[config.mk]
export PLATFORM = sky130hd
export DESIGN_NAME = wb_module
export DESIGN_NICKNAME = d
export VERILOG_FILES = /design/src/rtl/riscv_pkg.sv /design/src/rtl/load_ext.sv /design/src/rtl/wb_module.sv
export SDC_FILE = /design/constraint.sdc
export NUM_CORES = 1
export LEC_CHECK = 0
export ABC_AREA = 1
export CAP_MARGIN = 20
export CORE_MARGIN = 8
export CORE_UTILIZATION = 60
export CTS_CLUSTER_SIZE = 16
export DETAILED_ROUTE_END_ITERATION = 16
export DONT_BUFFER_PORTS = 1
export PLACE_DENSITY = 0.73
export SYNTH_ARGS = -nofsm -noshare
export SYNTH_HDL_FRONTEND = slang
export SYNTH_SLANG_ARGS = --single-unit
[constraint.sdc]
create_clock -name clk -period 8.5 [get_ports clk]
set_input_delay 1.275 -clock clk [delete_from_list [all_inputs] [get_ports clk]]
set_output_delay 1.275 -clock clk [all_outputs]
set_load 0.1 [all_outputs]
[src/rtl/riscv_pkg.sv]
// Shared RISC-V pipeline definitions: write-back source encodings, load
// funct3 codes and the write-back FSM state type.
package riscv_pkg;

  localparam logic [1:0] WB_MEM  = 2'd0;
  localparam logic [1:0] WB_ALU  = 2'd1;
  localparam logic [1:0] WB_PC4  = 2'd2;
  localparam logic [1:0] WB_ALU2 = 2'd3;

  localparam logic [2:0] F3_LB  = 3'b000;
  localparam logic [2:0] F3_LH  = 3'b001;
  localparam logic [2:0] F3_LW  = 3'b010;
  localparam logic [2:0] F3_LBU = 3'b100;
  localparam logic [2:0] F3_LHU = 3'b101;

  typedef enum logic [0:0] {
    IDLE = 1'b0,
    WAIT = 1'b1
  } wb_state_t;

  // x0 is hardwired to zero, so a write to it is never issued.
  function automatic logic rd_writes(input logic regwen, input logic [4:0] rd);
    return regwen && (rd != 5'd0);
  endfunction

endpackage

[src/rtl/load_ext.sv]
// Load formatter: picks the addressed byte/half out of an aligned memory
// word and sign- or zero-extends it according to funct3.
module load_ext
  import riscv_pkg::*;
(
  input  logic [31:0] i_rdata,
  input  logic [2:0]  i_funct3,
  input  logic [1:0]  i_off,
  output logic [31:0] o_data
);

  logic [7:0]  w_byte;
  logic [15:0] w_half;

  always_comb begin
    w_byte = 8'h00;
    case (i_off)
      2'd0:    w_byte = i_rdata[7:0];
      2'd1:    w_byte = i_rdata[15:8];
      2'd2:    w_byte = i_rdata[23:16];
      default: w_byte = i_rdata[31:24];
    endcase
  end

  assign w_half = i_off[1] ? i_rdata[31:16] : i_rdata[15:0];

  always_comb begin
    o_data = i_rdata;
    case (i_funct3)
      F3_LB:   o_data = {{24{w_byte[7]}}, w_byte};
      F3_LBU:  o_data = {24'h000000, w_byte};
      F3_LH:   o_data = {{16{w_half[15]}}, w_half};
      F3_LHU:  o_data = {16'h0000, w_half};
      default: o_data = i_rdata;
    endcase
  end

endmodule

[src/rtl/wb_module.sv]
// Write-back stage: registers ALU/PC+4 results or formatted load data onto
// the register-file write port, stalling upstream while a load is pending.
module wb_module
  import riscv_pkg::*;
#(
  parameter int LOAD_TIMEOUT = 16
) (
  input  logic        clk,
  input  logic        rst,
  input  logic        MEM_valid,
  input  logic        MEM_IsLoad,
  input  logic        MEM_RegWEn,
  input  logic [1:0]  MEM_WBSel,
  input  logic [2:0]  MEM_Funct3,
  input  logic [31:0] MEM_Alu,
  input  logic [31:0] MEM_PC,
  input  logic [4:0]  MEM_AddrD,
  input  logic        DMEM_rvalid,
  input  logic [31:0] DMEM_rdata,
  output logic [31:0] WB_DataD,
  output logic [4:0]  WB_AddrD,
  output logic        WB_RegWEn,
  output logic        WB_Stall,
  output logic        WB_Err
);

  localparam int CNT_W = (LOAD_TIMEOUT > 1) ? $clog2(LOAD_TIMEOUT) : 1;
  localparam logic [CNT_W-1:0] CNT_LAST = CNT_W'(LOAD_TIMEOUT - 1);

  wb_state_t        r_state;
  logic [CNT_W-1:0] r_cnt;
  logic [4:0]       r_addrd;
  logic [2:0]       r_funct3;
  logic [1:0]       r_off;
  logic             r_regwen;
  logic [1:0]       r_wbsel;
  logic [31:0]      r_cand;

  logic [31:0]      w_cand;
  logic [31:0]      w_load_data;
  logic [31:0]      w_resp_data;

  assign w_cand = (MEM_WBSel == WB_PC4) ? (MEM_PC + 32'd4) : MEM_Alu;

  load_ext u_load_ext (
    .i_rdata  (DMEM_rdata),
    .i_funct3 (r_funct3),
    .i_off    (r_off),
    .o_data   (w_load_data)
  );

  // A load with a non-memory source still retires its latched candidate.
  assign w_resp_data = (r_wbsel == WB_MEM) ? w_load_data : r_cand;

  assign WB_Stall = (r_state == WAIT);

  always_ff @(posedge clk or posedge rst) begin
    if (rst) begin
      r_state   <= IDLE;
      r_cnt     <= '0;
      r_addrd   <= 5'd0;
      r_funct3  <= 3'd0;
      r_off     <= 2'd0;
      r_regwen  <= 1'b0;
      r_wbsel   <= 2'd0;
      r_cand    <= 32'd0;
      WB_DataD  <= 32'd0;
      WB_AddrD  <= 5'd0;
      WB_RegWEn <= 1'b0;
      WB_Err    <= 1'b0;
    end else begin
      WB_RegWEn <= 1'b0;
      case (r_state)
        IDLE: begin
          if (MEM_valid) begin
            r_addrd  <= MEM_AddrD;
            r_funct3 <= MEM_Funct3;
            r_off    <= MEM_Alu[1:0];
            r_regwen <= MEM_RegWEn;
            r_wbsel  <= MEM_WBSel;
            r_cand   <= w_cand;
            if (MEM_IsLoad) begin
              r_state <= WAIT;
              r_cnt   <= '0;
            end else if (rd_writes(MEM_RegWEn, MEM_AddrD)) begin
              WB_RegWEn <= 1'b1;
              WB_DataD  <= w_cand;
              WB_AddrD  <= MEM_AddrD;
            end
          end
        end
        WAIT: begin
          // A response on the final timeout edge takes priority over the abort.
          if (DMEM_rvalid) begin
            r_state <= IDLE;
            if (rd_writes(r_regwen, r_addrd)) begin
              WB_RegWEn <= 1'b1;
              WB_DataD  <= w_resp_data;
              WB_AddrD  <= r_addrd;
            end
          end else if (r_cnt == CNT_LAST) begin
            r_state <= IDLE;
            WB_Err  <= 1'b1;
          end else begin
            r_cnt <= r_cnt + CNT_W'(1);
          end
        end
        default: r_state <= IDLE;
      endcase
    end
  end

endmodule

== Word level (Yosys, flattened, before mapping) ==
Index checks and enable logic that the tools add are counted.

* Word-level logic and storage cells: 75
* Register bits: 89
* Bits of input ports: 112
* Output and inout bits: 40

* Reduce and logical (&&, ||, !) cells: 11
* Equal/unequal tests: 15
* Add/subtract/negate cells: 2
* Mux-type cells: 33
* Bitwise gates (word level): 2

{| class="wikitable"
|+ Operator list
! kind !! count
|-
| $mux W32 || 7
|-
| $pmux W32 S4 || 1
|-
| $pmux W32 S2 || 1
|-
| $add A32 B3 Y32 const B || 1
|-
| $mux W5 || 5
|-
| $pmux W8 S3 || 1
|-
| $mux W16 || 1
|-
| $mux W4 || 4
|-
| $ne A2 B2 Y1 const B || 7
|-
| $pmux W5 S2 || 1
|-
| $reduce_bool A5 Y1 || 2
|-
| $mux W1 || 9
|-
| $pmux W4 S2 || 1
|-
| $eq A3 B3 Y1 const B || 2
|-
| $reduce_and A5 Y1 || 1
|-
| $add A4 B1 Y4 const B || 1
|-
| $eq A2 B2 Y1 const B || 2
|-
| $eq A4 B4 Y1 const B || 1
|-
| $logic_not A2 Y1 || 2
|-
| $pmux W1 S2 || 2
|-
| $reduce_and A4 Y1 || 1
|-
| $eq A3 B1 Y1 const B || 1
|-
| $logic_not A3 Y1 || 1
|-
| $reduce_and A3 Y1 || 1
|-
| other kinds (5) || 7
|}

== Longest topological paths before layout ==
* Depth after elaboration: 7
* Depth in mapped cells: 12
* Gate-level depth less buffers: 12

== Modules after synthesis ==
From an unflattened synthesis, not the netlist that was laid out.

* Cells, all modules: 960
* Area total of the unflattened synthesis: 6276.0 sq um

{| class="wikitable"
|+ By module, submodules not included
! module !! seq. area each (sq um) !! cells each !! times used !! area each (sq um)
|-
| wb_module || 2227.1 || 768 || 1 || 5380.2
|-
| load_ext || 0.0 || 192 || 1 || 895.9
|}

== Least setup slack after synthesis ==
Ideal clock, no wire load.

* Path kind: input to register
* Start: input port MEM_PC[2]
* End: register WB_DataD[22]
* Path slack: 6.196 ns
* Setup time: 0.078 ns
* Stages: 9
* Data arrival time: 2.226 ns
* Cells stage by stage: ha_1 -> nand2_1 -> nor2_2 -> nand2_2 -> nor2_2 -> nand3_1 -> nand3_1 -> nand3_1 -> a21oi_1

* Longest elaborated chain between the ends: 6

{| class="wikitable"
|+ RTL lines
! item !! RTL line !! source
|-
| from (decl) || wb_module.sv:16 || <nowiki>input logic [31:0] MEM_PC,</nowiki>
|-
| $add A32 B3 Y32 || wb_module.sv:43 || <nowiki>assign w_cand = (MEM_WBSel == WB_PC4) ? (MEM_PC + 32'd4) : MEM_Alu;</nowiki>
|-
| $mux W32 || wb_module.sv:43 ||
|-
| $mux W32 || wb_module.sv:85 || <nowiki>end else if (rd_writes(MEM_RegWEn, MEM_AddrD)) begin</nowiki>
|-
| $mux W32 || wb_module.sv:82 || <nowiki>if (MEM_IsLoad) begin</nowiki>
|-
| $mux W32 || wb_module.sv:75 || <nowiki>if (MEM_valid) begin</nowiki>
|-
| $pmux W32 S2 || wb_module.sv:73 || <nowiki>case (r_state)</nowiki>
|-
| to (signal assigned) || wb_module.sv:87 || <nowiki>WB_DataD <= w_cand;</nowiki>
|-
| to (signal assigned) || wb_module.sv:98 || <nowiki>WB_DataD <= w_resp_data;</nowiki>
|-
| to (decl) || wb_module.sv:20 || <nowiki>output logic [31:0] WB_DataD,</nowiki>
|}

No other way between the ends. The select of a mux whose other input is x is not followed.
A chain may end at the register's enable or synchronous reset.

== Final worst setup path ==
* Start: input port MEM_valid
* End: register r_cnt[1]

* Longest elaborated chain between the ends: 2

{| class="wikitable"
|+ RTL lines
! item !! RTL line !! source
|-
| from (decl) || wb_module.sv:10 || <nowiki>input logic MEM_valid,</nowiki>
|-
| $ne A2 B2 Y1 (no source line) || -- ||
|-
| $reduce_and A4 Y1 (no source line) || -- ||
|-
| to (signal assigned) || wb_module.sv:105 || <nowiki>r_cnt <= r_cnt + CNT_W'(1);</nowiki>
|-
| to (decl) || wb_module.sv:31 || <nowiki>logic [CNT_W-1:0] r_cnt;</nowiki>
|}

No other way between the ends.

==> impl_metrics.json <==
{
  "synth_cell_types": 40,
  "async_flop_share_pct": 100.0,
  "cts.path.max_buffers": 2,
  "fin_ws_ns": 5.207,
  "ir_worst_vdd_mv": 0.2152,
  "holdBufCountCts": 0,
  "setup_violations": 0,
  "critical-path-top-delay-family": "buffers and inverters",
  "ios": 152,
  "drv_cap": 0,
  "ctsHtreeMaxLevel": 3,
  "coreArea_sq_um": 9774,
  "cp_cell_sequence": "inv_1 -> nor2_4 -> buf_4 -> clkinv_1 -> o21ai_2 -> inv_1 -> a32o_1",
  "via_per_inst": 5.836,
  "max_slew_margin_pct": 36.21,
  "routedWlPerCell_um": 18.29,
  "synth.area.top_cells": "dfrtp_1, nand2_1, nand3_1",
  "rows": 36,
  "clkSlewWorstSetupHoldPaths_ns": 0.09,
  "power.leakage_nw": 3.029,
  "fin_hold_ws_ns": 0.4888,
  "hold_path_class": "flop to flop",
  "synth_top_cell_by_area": "dfrtp_1",
  "fmax_mhz": 303.7,
  "cp_slowest_cell": "clkinv_1",
  "synth_area_sq_um": 6033,
  "synth_edf_count": 0,
  "gr-total-overflow": 0,
  "cts_tree": "done",
  "final_util_pct": 64.08,
  "arrival_ns": 3.55,
  "setup_tns_ns": 0,
  "grt_pass1_vias": 5694,
  "post-place-ws_ns": 4.829,
  "die_y_um": 116.3,
  "cp-start-kind": "input port",
  "period_needed_ns": 3.293,
  "path_class": "input port to flop",
  "die_area_sq_um": 13520,
  "dr.pass1.iters": 5,
  "path_buf_inv": 4,
  "syn-instance-count": 918,
  "antenna_found_initial": 1,
  "ys_ff_latch": 89,
  "grt_pass1_wl_mm": 28.87,
  "drc": 0,
  "port_buffers": 0,
  "hold_viol_final": 0,
  "multi_input_area_sq_um": 3243,
  "final-seq-area_sq_um": 2227,
  "cp.required_ns": 8.75,
  "worstMarginPinSlew_ns": 0.9569,
  "root_buffer": "clkbuf_8",
  "worstPathMaxFanout": 59,
  "fin_crit_sh_pct": 38.74,
  "rsz0062_at_grt": "false",
  "yosys_warnings": 0,
  "finClkSkew_ns": 0.009537,
  "gp_congestion": 0.9790,
  "synth_ff_type": "dfrtp_1",
  "drt_wl_total_mm": 18.91,
  "powerDensity_nw_per_um2": 287.0,
  "drt-initial-drc-count": 659,
  "layout-drive-gt1-share_pct": 9.000,
  "die_width_um": 116.3,
  "numCtsBuffers": 9,
  "slew_viol_final": 0,
  "num_vias": 6034,
  "gr-usage-all-layers_pct": 27.42,
  "synth_nets": 1032,
  "post_cts_buffers": 0,
  "avgSynthCellArea_sq_um": 6.572,
  "status": "finished clean",
  "area_growth_pct": 3.816,
  "fill_cells": 948,
  "fin_nets": 1009,
  "grt_max_degree": 60,
  "max_stage_delay_ns": 0.86,
  "clock_sinks": 89,
  "synthDominantCellAreaShare_pct": 36.91,
  "yosysSeqAreaShare_pct": 36.91,
  "cp_common_cell": "inv_1",
  "clock_latency_ns": 0.36,
  "dp_hpwl_mm": 13.90,
  "ctsResizeCount": 0,
  "end_kind": "flop",
  "drtAntennaViolNets": 0,
  "start_util_pct": 61.73
}
==> through the flow <==
stage	total power, mW	std cells	instance area [sq um]
floorplan	1.416	918	6033
global placement	1.507	1016	6055
detailed placement	1.526	1017	6082
CTS	1.797	1033	6261
global route	1.882	1034	6264
finish	1.797	1034	6264
==> cell families (layout without fill, tap and decap cells) <==
logic type | Yosys count | count (layout) | synth area share, %
AOI/OAI and AO/OA | 175 | 175 | 15.53
xor gates and xnor gates | 5 | 5 | 0.7258
adders and majority gates | 2 | 2 | 0.4147
buffers and inverters | 139 | 121 | 9.373
DFF | 89 | 89 | 36.91
muxes | 3 | 3 | 0.4977
other | 0 | 1 | 0
and+or+nand+nor | 505 | 505 | 36.54
==> worst reg2reg max path: stages, from the launching register on <==
cell      delay, ns
dfrtp_1        0.37
buf_4          0.29
nor2_4         0.16
buf_4          0.48
clkinv_1       0.87
o21ai_2        0.49
inv_1          0.12
a32o_1         0.21
==> path summary, 6_finish.rpt <==
path | end | slack [ns] | cells past startpoint | start
worst min register to register | r_cand[9]$_DFFE_PP0P_ | 0.49 | 2 | r_cand[9]$_DFFE_PP0P_
max in group asynchronous | WB_DataD[2]$_DFFE_PP0P_ | 6.93 | 3 | rst
worst max register to register | r_cnt[1]$_DFFE_PP0P_ | 5.41 | 7 | WB_Stall$_DFF_PP0_
worst max-delay path | r_cnt[1]$_DFFE_PP0P_ | 5.21 | 7 | MEM_valid
min in group asynchronous | WB_DataD[16]$_DFFE_PP0P_ | 0.95 | 2 | rst
worst min-delay path | r_cand[9]$_DFFE_PP0P_ | 0.49 | 2 | r_cand[9]$_DFFE_PP0P_
==> cell usage in the layout, fill, tap and decap left out, types with 4 or more instances in the layout <==
| master | instances |
|---|---|
| a21oi_1 | 78 |
| a31oi_1 | 6 |
| buf_4 | 7 |
| clkbuf_8 | 10 |
| clkinv_1 | 4 |
| dfrtp_1 | 89 |
| inv_1 | 87 |
| inv_2 | 5 |
| nand2_1 | 257 |
| nand2_2 | 13 |
| nand3_1 | 91 |
| nand4_1 | 6 |
| nor2_1 | 95 |
| nor2_2 | 8 |
| nor2_4 | 4 |
| o211ai_1 | 7 |
| o21ai_0 | 65 |
| o21ai_1 | 7 |
| or2_2 | 22 |
| xor2_1 | 4 |
==> final cells by class <==
class / count / area share [%]
Clock inverter: 5 / 0.5993
Timing Repair Buffer: 8 / 1.278
Sequential cell: 89 / 35.56
Tap cell: 133 / 2.657
Antenna cell: 1 / 0.03995
Inverter: 97 / 5.833
Clock buffer: 11 / 2.257
Multi-Input combinational cell: 690 / 51.78
==> flip-flops by register name (all words and copies together) (netlist names), 2 cells and up <==
register  count
WB_AddrD      5
WB_DataD     32
r_addrd       5
r_cand       32
r_cnt         4
r_funct3      3
r_off         2
r_wbsel       2
==> power breakdown <==
| group | internal [mW] | total [mW] | leakage (nW) | switching [mW] |
|---|---|---|---|---|
| Sequential | 0.524 | 1.13 | 1.06 | 0.608 |
| Combinational | 0.134 | 0.389 | 1.88 | 0.255 |
| Clock | 0.116 | 0.277 | 0.0864 | 0.160 |
| Total | 0.774 | 1.80 | 3.03 | 1.02 |
==> per-layer routing <==
| layer | vias to the layer above | global-route usage, % | routed length [um] |
|---|---|---|---|
| met5 | - | 0 | 0 |
| met3 | 38 | 7.342 | 1686 |
| met2 | 259 | 46.65 | 9340 |
| li1 | 2908 | - | - |
| met4 | 0 | 11.41 | 637 |
| met1 | 2829 | 32.06 | 7247 |
==> cell usage after synthesis, types with 2 or more instances <==
library cell / number
a21o_1: 2
a21oi_1: 78
a31oi_1: 6
buf_2: 19
buf_4: 3
clkbuf_1: 18
clkinv_1: 4
dfrtp_1: 89
ha_1: 2
inv_1: 88
inv_2: 5
mux2i_1: 3
nand2_1: 257
nand2_2: 13
nand2_4: 2
nand3_1: 91
nand4_1: 6
nor2_1: 96
nor2_2: 7
nor2_4: 4
nor3_1: 3
o211ai_1: 7
o21a_1: 3
o21ai_0: 65
o21ai_1: 7
o221ai_1: 2
or2_2: 22
xor2_1: 4
Note: power is estimated with default switching activity, not from simulation.
